**src/rtl/bcd_cascade_counter_if.sv**
```systemverilog
// Control/status bundle between the tick/button logic and a BCD cascade counter.
// The counter takes the slave side; the driving logic (or a bench) takes the master side.
interface bcd_cascade_counter_if #(
    parameter int unsigned DIGITS = 4
);
    logic                  en;
    logic                  up;
    logic                  clr;
    logic                  load;
    logic [4*DIGITS-1:0]   load_val;
    logic [4*DIGITS-1:0]   count;
    logic                  carry_out;
    logic                  ovf;

    modport master (
        output en, up, clr, load, load_val,
        input  count, carry_out, ovf
    );

    modport slave (
        input  en, up, clr, load, load_val,
        output count, carry_out, ovf
    );
endinterface

```
**src/rtl/bcd_cascade_counter.sv**
```systemverilog
// N-digit cascaded up/down counter with programmable per-digit modulus, load, clear and a
// sticky overflow flag. carry_out is combinational so further instances can chain off it.
module bcd_cascade_counter #(
    parameter int unsigned DIGITS    = 4,
    parameter int unsigned MAX_DIGIT = 9
) (
    input  logic                    clk,
    input  logic                    rst,
    bcd_cascade_counter_if.slave    bus
);
    localparam logic [3:0] MaxNib = 4'(MAX_DIGIT);

    logic [DIGITS-1:0][3:0] digit_q, digit_d;
    logic                   ovf_q, ovf_d;
    logic [DIGITS-1:0]      term;
    logic [DIGITS:0]        carry;
    logic [3:0]             nib;

    // carry[i] is the carry-in of digit i; carry[DIGITS] is the cascade output.
    always_comb begin
        term     = '0;
        carry    = '0;
        carry[0] = bus.en;
        for (int i = 0; i < DIGITS; i++) begin
            term[i]    = bus.up ? (digit_q[i] == MaxNib) : (digit_q[i] == 4'd0);
            carry[i+1] = carry[i] & term[i];
        end
    end

    always_comb begin
        digit_d = digit_q;
        ovf_d   = ovf_q;
        nib     = '0;
        if (bus.clr) begin
            digit_d = '0;
            ovf_d   = 1'b0;
        end else if (bus.load) begin
            for (int i = 0; i < DIGITS; i++) begin
                nib        = bus.load_val[4*i +: 4];
                digit_d[i] = (nib > MaxNib) ? 4'd0 : nib;
            end
        end else if (bus.en) begin
            for (int i = 0; i < DIGITS; i++) begin
                if (carry[i]) begin
                    if (bus.up) begin
                        digit_d[i] = (digit_q[i] == MaxNib) ? 4'd0 : digit_q[i] + 4'd1;
                    end else begin
                        digit_d[i] = (digit_q[i] == 4'd0) ? MaxNib : digit_q[i] - 4'd1;
                    end
                end
            end
            ovf_d = ovf_q | carry[DIGITS];
        end
    end

    always_ff @(posedge clk) begin
        if (rst) begin
            digit_q <= '0;
            ovf_q   <= 1'b0;
        end else begin
            digit_q <= digit_d;
            ovf_q   <= ovf_d;
        end
    end

    assign bus.count     = digit_q;
    assign bus.carry_out = carry[DIGITS];
    assign bus.ovf       = ovf_q;
endmodule

```
**src/flat_wrapper.sv**
```systemverilog
// flat-port wrapper written by rule: the top's interface ports become plain ports
module bcd_cascade_counter_flat 
#(
    parameter int unsigned DIGITS    = 4,
    parameter int unsigned MAX_DIGIT = 9
)
  (clk, rst, bus_en, bus_up, bus_clr, bus_load, bus_load_val, bus_count, bus_carry_out, bus_ovf);
  bcd_cascade_counter_if #(.DIGITS(DIGITS)) bus_i ();
  input  logic clk;
  input  logic rst;
  input wire logic [$bits(bus_i.en)-1:0] bus_en;
  input wire logic [$bits(bus_i.up)-1:0] bus_up;
  input wire logic [$bits(bus_i.clr)-1:0] bus_clr;
  input wire logic [$bits(bus_i.load)-1:0] bus_load;
  input wire logic [$bits(bus_i.load_val)-1:0] bus_load_val;
  output wire logic [$bits(bus_i.count)-1:0] bus_count;
  output wire logic [$bits(bus_i.carry_out)-1:0] bus_carry_out;
  output wire logic [$bits(bus_i.ovf)-1:0] bus_ovf;
  assign bus_i.en = bus_en;
  assign bus_i.up = bus_up;
  assign bus_i.clr = bus_clr;
  assign bus_i.load = bus_load;
  assign bus_i.load_val = bus_load_val;
  assign bus_count = bus_i.count;
  assign bus_carry_out = bus_i.carry_out;
  assign bus_ovf = bus_i.ovf;
  bcd_cascade_counter #(.DIGITS(DIGITS), .MAX_DIGIT(MAX_DIGIT)) u_core (.clk(clk), .rst(rst), .bus(bus_i));
endmodule
```
**config.mk**
```make
export PLATFORM = sky130hd
export DESIGN_NAME = bcd_cascade_counter_flat
export DESIGN_NICKNAME = d
export VERILOG_FILES = /design/src/rtl/bcd_cascade_counter_if.sv /design/src/rtl/bcd_cascade_counter.sv /design/src/flat_wrapper.sv
export SDC_FILE = /design/constraint.sdc
export NUM_CORES = 1
export LEC_CHECK = 0
export BUFFER_PORTS_ARGS = -buffer_cell sky130_fd_sc_hd__buf_4
export CAP_MARGIN = 30
export CORE_UTILIZATION = 38
export DETAILED_ROUTE_END_ITERATION = 16
export MAX_ROUTING_LAYER = met4
export SYNTH_ARGS = -nofsm -noshare
export SYNTH_HDL_FRONTEND = slang
export SYNTH_SLANG_ARGS = --single-unit
```
**constraint.sdc**
```tcl
create_clock -name clk -period 4.9 [get_ports clk]
set_input_delay 1.225 -clock clk [delete_from_list [all_inputs] [get_ports clk]]
set_output_delay 1.225 -clock clk [all_outputs]
set_load 0.1 [all_outputs]
```
==> reports/metrics.yaml, run 1 <==
initial_utilization_pct: 39.85
status: "finished clean"
synth.area.top_cells: "dfxtp_1 (21%), a21oi_1 (6.3%), o21ai_0 (5.3%)"
cts_buffers: 3
port_buffers: 39
antenna_cells: 0
ys_ff_latch: 17
drive_above_1_share_pct: 25.65
io_pins: 40
cts_buffer_depth: 2
synth_nets: 231
synth-main-ff-cell: "dfxtp_1"
drv_slew: 0
ys_warn_count: 0
grt.total_usage_pct: 18.93
synth_top_area_cell: "dfxtp_1"
critical-path-max-stage-delay_ns: 0.37
area_growth_pct: 15.38
num_rows: 23
hold_ws_ns: 0.5385
r2r_end: "u_core.bus.count[15]"
yosysMostFrequentCell: "a21oi_1"
dieWidth_um: 66.77
vias: 1601
endpoint_kind: "output port"
wl_per_cell_um: 13.43
setup_viol: 0
gp_congestion: 0.8102
synth.distinct_cells: 56
dp_hpwl_um: 2610
htreeDepth: 1
yosysSeqAreaShare_pct: 21.35
max_slew.worst_pin.slew_ns: 0.5916
cp.required_ns: 3.67
synth_area_um2: 1594
crit_chain: "buf_4 -> or3_4 -> a211oi_1 -> o211a_1 -> and2_1 -> buf_4"
crit_path_start_kind: "input port"
cp.arrival_ns: 2.88
fin_area_um2: 1839
coreArea_um2: 4000
powerDensity_nw_per_um2: 209.6
startpoint: "bus_up"
hold-path-cell-count: 2
worst-path-stages: 6
criticalPathCategory: "input port to output port"
cp_top_family: "compound AO/OA/AOI/OAI gates"
max_freq_mhz: 243.4
dr.pass1.iters: 4
cts-root-buf: "clkbuf_8"
crit_top_cell: "buf_4"
drv_cap: 0
ctsResizeCount: 0
nNetsFinal: 253
final_util_pct: 45.98
ctsHoldBuffers: 0
grt_max_degree: 34
synth_area_per_cell_um2: 7.627
netlist_instances: 209
cts_post_setup_buffers_inserted: 0
async_flop_share_pct: 0
endpoint: "bus_carry_out"
clock_latency_ns: 0.25
maxSlewHeadroom_pct: 60.31
die_y_um: 66.77
r2r-start: "u_core.bus.count[0]"
crit_fanout: 33
cts.clk_slew.worst_paths_ns: 0.07
rr_worst_depth: 5
synth_edf_count: 0
synth_common_cells: "a21oi_1 (20), dfxtp_1 (17), nor2_1 (17), o21ai_0 (17), nand2_1 (12)"
antenna_found_initial: 0
synth_top_area_share_pct: 21.35
grt_pass1_wl_um: 6265
p_leak_nw: 0.7078
reg2reg_setup_slack_ns: 2.90
vdd.ir_drop.worst_v: 0.00009700
dieArea_um2: 4458
drt_drc_violations_left: 0
holdCritPathClass: "flop to flop"
wirelength_um: 3759
rsz0062_at_grt: "false"
cp_slowest_cell: "or3_4"
grt_overflow: 0
fin_skew_ns: 0.0006543
ant_nets: 0
path_buf_inv: 2
final_hold_viol_count: 0
viasPerCell: 5.718
fin_crit_ns: 4.109
grt_pass1_vias: 1308
drt_iter0_drc: 81
cts_tree: "done"
cts_sinks: 17
period_share_pct: 83.85
dpl_cell_area_um2: 1794
finalSetupTns_ns: 0
[kinds of logic after synthesis]
kind of cell / Yosys count / share of synthesized area (%)
compound gates: 76 / 32.97
buf+inv: 27 / 10.91
flops: 17 / 21.35
simple gates: 72 / 24.88
xor+xnor: 11 / 6.044
mux: 6 / 3.846
[worst min-delay path by stage]
stage                   start  slack [ns]        endpoint
3_5_place_dp   u_core.bus.ovf        0.51  u_core.bus.ovf
2_1_floorplan  u_core.bus.ovf        1.02  u_core.bus.ovf
6_report       u_core.bus.ovf        0.54  u_core.bus.ovf
4_1_cts        u_core.bus.ovf        0.53  u_core.bus.ovf
5_1_grt        u_core.bus.ovf        0.59  u_core.bus.ovf
3_3_place_gp   u_core.bus.ovf        0.52  u_core.bus.ovf
[layout by cell type, fill, tap and decap left out, types with 4 or more instances in the layout]
| cell type | instances |
|---|---|
| xnor2_1 | 8 |
| a211oi_1 | 7 |
| dfxtp_1 | 17 |
| nand2_1 | 12 |
| mux2i_1 | 5 |
| buf_4 | 39 |
| nor2_1 | 17 |
| o21ai_0 | 17 |
| nand3_1 | 5 |
| nor3_1 | 9 |
| inv_1 | 4 |
| a21oi_1 | 20 |
[routing by layer]
| metal | up-vias | share of wire (%) | global-route usage, % | routed length, µm |
|---|---|---|---|---|
| met5 | - | 0 | - | 0 |
| met4 | 0 | 1.2 | 4.787 | 44 |
| met3 | 6 | 4.9 | 4.110 | 183 |
| met2 | 49 | 45 | 29.67 | 1674 |
| met1 | 732 | 49 | 24.51 | 1857 |
| li1 | 814 | - | - | - |
[stage by stage]
step | power, mW | cells | setup slack, ns
2_1_floorplan | 0.2530 | 209 | 0.7021
3_3_place_gp | 0.2807 | 276 | 0.8376
3_5_place_dp | 0.2808 | 276 | 0.8329
4_1_cts | 0.3902 | 280 | 0.8112
5_1_grt | 0.4071 | 280 | 0.7568
6_report | 0.3855 | 280 | 0.7914
[sequential cells by signal, summed over array words and instances (netlist names)]
name              flops
u_core.bus.count     16
u_core.bus.ovf        1
[worst reg2reg max path, stage by stage, from the launching register on]
cell       delay [ns]
dfxtp_1          0.44
or3_4            0.46
a211oi_1         0.34
o2111ai_1        0.19
a221oi_2         0.38
a211oi_2         0.08
[report_power, final]
part           internal, mW  total [mW]  switching (mW)  leakage (nW)
sequential            0.143       0.156          0.0129         0.138
combinational        0.0442       0.122          0.0780         0.547
clock                0.0578       0.107          0.0497        0.0228
[area by class of cell]
| type | count | area [µm²] |
|---|---|---|
| timing repair buffer | 39 | 292.8 |
| fill | 414 | 2161 |
| inverter | 5 | 18.77 |
| clock buffer | 4 | 45.04 |
| sequential | 17 | 340.3 |
| multi-input combinational | 165 | 1080 |
| tap | 50 | 62.56 |
Note: power is estimated with default switching activity, not from simulation.
==> run 2, diff against run 1 <==
Clock period 4.9 ns to 3.8 ns, I/O delays scaled along.
==> run 2 against run 1 <==
Worst hold slack worse by 0.044 ns. Sequential share of layout area down 0.075 points. Clock-buffer cell count unchanged. Utilization up 0.19 points. Clock power up 36%. Die area unchanged. Non-clock buffer count up 1. Design area up 0.41%. Total power up 31%. Combinational power up 29%. Critical endpoint unchanged. Largest cell class unchanged. Largest power group unchanged.
==> reports/metrics.yaml, run 2 (synthesized netlist as in run 1, its figures left out) <==
status: "finished clean"
cp_slowest_cell: "or3b_4"
grt_overflow: 0  # unchanged
multi_input_area_um2: 1080  # unchanged
worst-path-stages: 6  # unchanged
drive_above_1_share_pct: 25.97  # +0.32 points
drv_cap: 0  # unchanged
crit_top_cell: "buf_4"
maxSlewHeadroom_pct: 61.79  # +1.5 points
initial_utilization_pct: 39.85  # unchanged
vias: 1572  # -1.8%
wl_per_cell_um: 13.22  # -1.5%
nNetsFinal: 254  # +0.40%
gp_congestion: 0.8211  # +1.3%
num_rows: 23  # unchanged
dp_hpwl_um: 2623  # +0.49%
drt_iter0_drc: 88  # +8.6%
dr.pass1.iters: 4  # unchanged
regArea_um2: 340.3  # unchanged
final_hold_viol_count: 0  # unchanged
final_util_pct: 46.17  # +0.19 points
max_freq_mhz: 290.0
holdCritPathClass: "flop to flop"
hold-path-cell-count: 2  # unchanged
coreArea_um2: 4000  # unchanged
drv_slew: 0  # unchanged
cts.clk_slew.worst_paths_ns: 0.07  # about the same
grt_pass1_wl_um: 6065  # -3.2%
antenna_found_initial: 0  # unchanged
largest_register_ffs: 16  # unchanged
layout_commonest_cell: "buf_4"
crit_chain: "buf_4 -> or3b_4 -> a211oi_1 -> o211a_1 -> and2_1 -> buf_4"
port_buffers: 39  # unchanged
cts_post_setup_buffers_inserted: 0  # unchanged
rr_worst_depth: 5  # unchanged
clock_latency_ns: 0.26  # about the same
endpoint_kind: "output port"
period_share_pct: 90.73
die_y_um: 66.77  # unchanged
wirelength_um: 3714  # -1.2%
drt_drc_violations_left: 0  # unchanged
vdd.ir_drop.worst_v: 0.0001207  # +24%
path_buf_inv: 2  # unchanged
fin_crit_ns: 3.448
hold_ws_ns: 0.4945  # -0.04400 ns
critical-path-max-stage-delay_ns: 0.40  # +0.03 ns
antenna_cells: 0  # unchanged
dpl_cell_area_um2: 1802  # +0.42%
area_growth_pct: 15.86
dieWidth_um: 66.77  # unchanged
setup_viol: 0  # unchanged
cp.arrival_ns: 2.50  # -0.38 ns
viasPerCell: 5.594  # -2.2%
cts_buffers: 3  # unchanged
cts_tree: "done"
ctsResizeCount: 0  # unchanged
fin_skew_ns: 0.003701  # +0.003047 ns
dieArea_um2: 4458  # unchanged
io_pins: 40  # unchanged
cp.required_ns: 2.85  # -0.82 ns
final.fill_count: 422  # +1.9%
cts-root-buf: "clkbuf_8"
cts_buffer_depth: 2  # unchanged
max_slew.worst_pin.slew_ns: 0.5696  # -0.02203 ns
crit_path_start_kind: "input port"
powerDensity_nw_per_um2: 273.1  # +30%
ctsHoldBuffers: 0  # unchanged
cp_top_family: "compound AO/OA/AOI/OAI gates"
crit_fanout: 10  # -70%
cts_sinks: 17  # unchanged
finalSetupTns_ns: 0  # unchanged
htreeDepth: 1  # unchanged
grt_max_degree: 20  # -41%
grt_pass1_vias: 1323  # +1.1%
fin_area_um2: 1847  # +0.41%
rsz0062_at_grt: "false"
ant_nets: 0  # unchanged
grt.total_usage_pct: 18.13  # -0.80 points
p_leak_nw: 0.7126  # +0.68%
final_cell_mix: "buf_4 (40), a21oi_1 (20), nor2_1 (17), o21ai_0 (17), dfxtp_1 (17)"
criticalPathCategory: "input port to output port"
run 2: cell count changes in the layout (fill, tap and decap cells not counted):
cell   before  now
buf_4      39   40
run 2: cell type report:
class	instances	share of cell area (%)
Clock buffer	4	2.439
Inverter	5	1.016
Multi-Input combinational cell	165	58.47
Sequential cell	17	18.43
Tap cell	50	3.388
Timing Repair Buffer	40	16.26
run 2: worst paths after layout:
path / slack [ns] / startpoint / end
min reg2reg: 0.49 / u_core.bus.ovf / u_core.bus.ovf
max reg2reg: 1.83 / u_core.bus.count[10] / u_core.bus.count[15]
max: 0.35 / bus_en / bus_carry_out
min: 0.49 / u_core.bus.ovf / u_core.bus.ovf
run 2: per-layer routing:
metal / GRT usage (%) / vias to the layer above / part of all wire, %
met2: 27.40 / 32 / 43
met1: 24.74 / 721 / 52
li1: - / 814 / -
met4: 5.585 / 0 / 1.1
met5: - / - / 0
met3: 2.568 / 5 / 4.1
run 2: stage by stage:
step           power [mW]  worst slack, ns  instances
6_report           0.5044           0.3522        281
5_1_grt            0.5303           0.2497        281
4_1_cts            0.5126           0.3616        281
3_5_place_dp       0.3627           0.3685        277
3_3_place_gp       0.3628           0.3621        277
2_1_floorplan      0.3262           0.1521        209
run 2: power breakdown:
part           internal, mW  total [mW]  switching (mW)
registers             0.184       0.201          0.0168
clock network        0.0748       0.146          0.0716
logic                0.0578       0.157          0.0994
run 2: worst register-to-register path, cell delays in order (launching register included):
cell and delay (ns):
dfxtp_1 0.41, or4_1 0.55, a211oi_1 0.26, o2111ai_1 0.18, a221oi_2 0.37, a211oi_2 0.07
==> run 3, diff against run 2 <==
Settings changed: PLACE_DENSITY_LB_ADDON from default to 0.3.
==> run 3 against run 2 <==
Non-clock buffer count unchanged. Clock skew is 0.0066 ns higher. Register-to-register slack improved by 0.04 ns. Largest power group unchanged. Critical path type unchanged. Global-route usage up 0.48 points. Via count shrank 0.89%.
==> reports/metrics.yaml, run 3 (synthesized netlist as in run 1, its figures left out) <==
grt.total_usage_pct: 18.61  # +0.48 points
grt_max_degree: 20  # unchanged
finalSetupTns_ns: 0  # unchanged
regArea_um2: 340.3  # unchanged
gp_congestion: 0.8025  # -2.3%
dieArea_um2: 4458  # unchanged
rsz0062_at_grt: "false"
io_pins: 40  # unchanged
ctsHoldBuffers: 0  # unchanged
drv_slew: 0  # unchanged
antenna_found_initial: 0  # unchanged
dr.pass1.iters: 4  # unchanged
cts.clk_slew.worst_paths_ns: 0.08  # about the same
wirelength_um: 3710  # -0.11%
htreeDepth: 1  # unchanged
initial_utilization_pct: 39.85  # unchanged
drt_iter0_drc: 128  # +45%
fin_area_um2: 1848  # about the same
criticalPathCategory: "input port to output port"
ctsResizeCount: 0  # unchanged
final_hold_viol_count: 0  # unchanged
fin_crit_ns: 3.461  # +0.01299 ns
period_share_pct: 91.07  # +0.34 points
max_slew.worst_pin.slew_ns: 0.5701  # +0.0005072 ns
ant_nets: 0  # unchanged
status: "finished clean"
holdCritPathClass: "flop to flop"
dpl_cell_area_um2: 1802  # unchanged
drv_cap: 0  # unchanged
wl_per_cell_um: 13.20  # -0.11%
powerDensity_nw_per_um2: 272.0  # -0.43%
cts_buffer_depth: 2  # unchanged
p_leak_nw: 0.7153  # +0.38%
drive_above_1_share_pct: 26.41  # +0.43 points
cts_tree: "done"
maxSlewHeadroom_pct: 61.76  # about the same
coreArea_um2: 4000  # unchanged
grt_pass1_wl_um: 6237  # +2.8%
hold_ws_ns: 0.5005  # +0.005943 ns
vdd.ir_drop.worst_v: 0.0001118  # -7.4%
die_y_um: 66.77  # unchanged
dieWidth_um: 66.77  # unchanged
cp.required_ns: 2.85  # about the same
port_buffers: 39  # unchanged
cts_buffers: 3  # unchanged
num_rows: 23  # unchanged
vias: 1558  # -0.89%
final_cell_mix: "buf_4 (40), a21oi_1 (20), nor2_1 (17), o21ai_0 (17), dfxtp_1 (17)"
dp_hpwl_um: 2593  # -1.1%
cts_post_setup_buffers_inserted: 0  # unchanged
layout_commonest_cell: "buf_4"
setup_viol: 0  # unchanged
final.fill_count: 407  # -3.6%
drt_drc_violations_left: 0  # unchanged
antenna_cells: 0  # unchanged
grt_pass1_vias: 1387  # +4.8%
grt_overflow: 0  # unchanged
crit_fanout: 10  # unchanged
max_freq_mhz: 289.0  # -0.38%
multi_input_area_um2: 1080  # unchanged
largest_register_ffs: 16  # unchanged
clock_latency_ns: 0.26  # about the same
area_growth_pct: 15.93  # about the same
viasPerCell: 5.544  # -0.89%
cp.arrival_ns: 2.51  # about the same
cts-root-buf: "clkbuf_8"
nNetsFinal: 254  # unchanged
endpoint_kind: "output port"
fin_skew_ns: 0.01031  # +0.006607 ns
crit_path_start_kind: "input port"
cts_sinks: 17  # unchanged
reg2reg_setup_slack_ns: 1.87  # +0.04 ns
==> run 3: cell type report <==
class / count / share of cell area (%)
multi-input combinational: 165 / 58.43
sequential: 17 / 18.42
timing repair buffer: 40 / 16.25
tap: 50 / 3.385
clock buffer: 3 / 2.234
inverter: 5 / 1.016
clock inverter: 1 / 0.2708
==> run 3: worst paths after layout <==
kind	from	cells after the start	end
max reg2reg	u_core.bus.count[0]	5	u_core.bus.count[14]
min	u_core.bus.ovf	2	u_core.bus.ovf
max	bus_en	6	bus_carry_out
min reg2reg	u_core.bus.ovf	2	u_core.bus.ovf
==> run 3: power by group <==
group | total (mW) | switching [mW] | internal [mW]
clock | 0.143 | 0.0705 | 0.0730
sequential | 0.201 | 0.0167 | 0.184
combinational | 0.158 | 0.101 | 0.0578
==> run 3: metal layers <==
metal | share of wire (%) | global-route usage (%) | wire (µm)
met5 | 0 | - | 0
met4 | 0.75 | 5.851 | 28
met3 | 6.1 | 2.740 | 226
met2 | 45 | 28.03 | 1662
met1 | 48 | 25.36 | 1793
==> run 3: through the flow <==
step                      total power, mW  setup slack (ns)  utilization (%)  instances
after floorplan                    0.3262            0.1521                -        209
after CTS                          0.5088            0.3347            46.20        281
after global routing               0.5286            0.2064            46.20        281
after detailed placement           0.3626            0.3591            45.04        277
after global placement             0.3617            0.3648            45.04        277
final                              0.5026            0.3393            46.20        281
==> run 3: worst max-delay path, stage by stage <==
cell and delay [ns]:
buf_4 0.14, or3b_4 0.41, a211oi_1 0.29, o211a_1 0.27, and2_1 0.16, buf_4 0.29
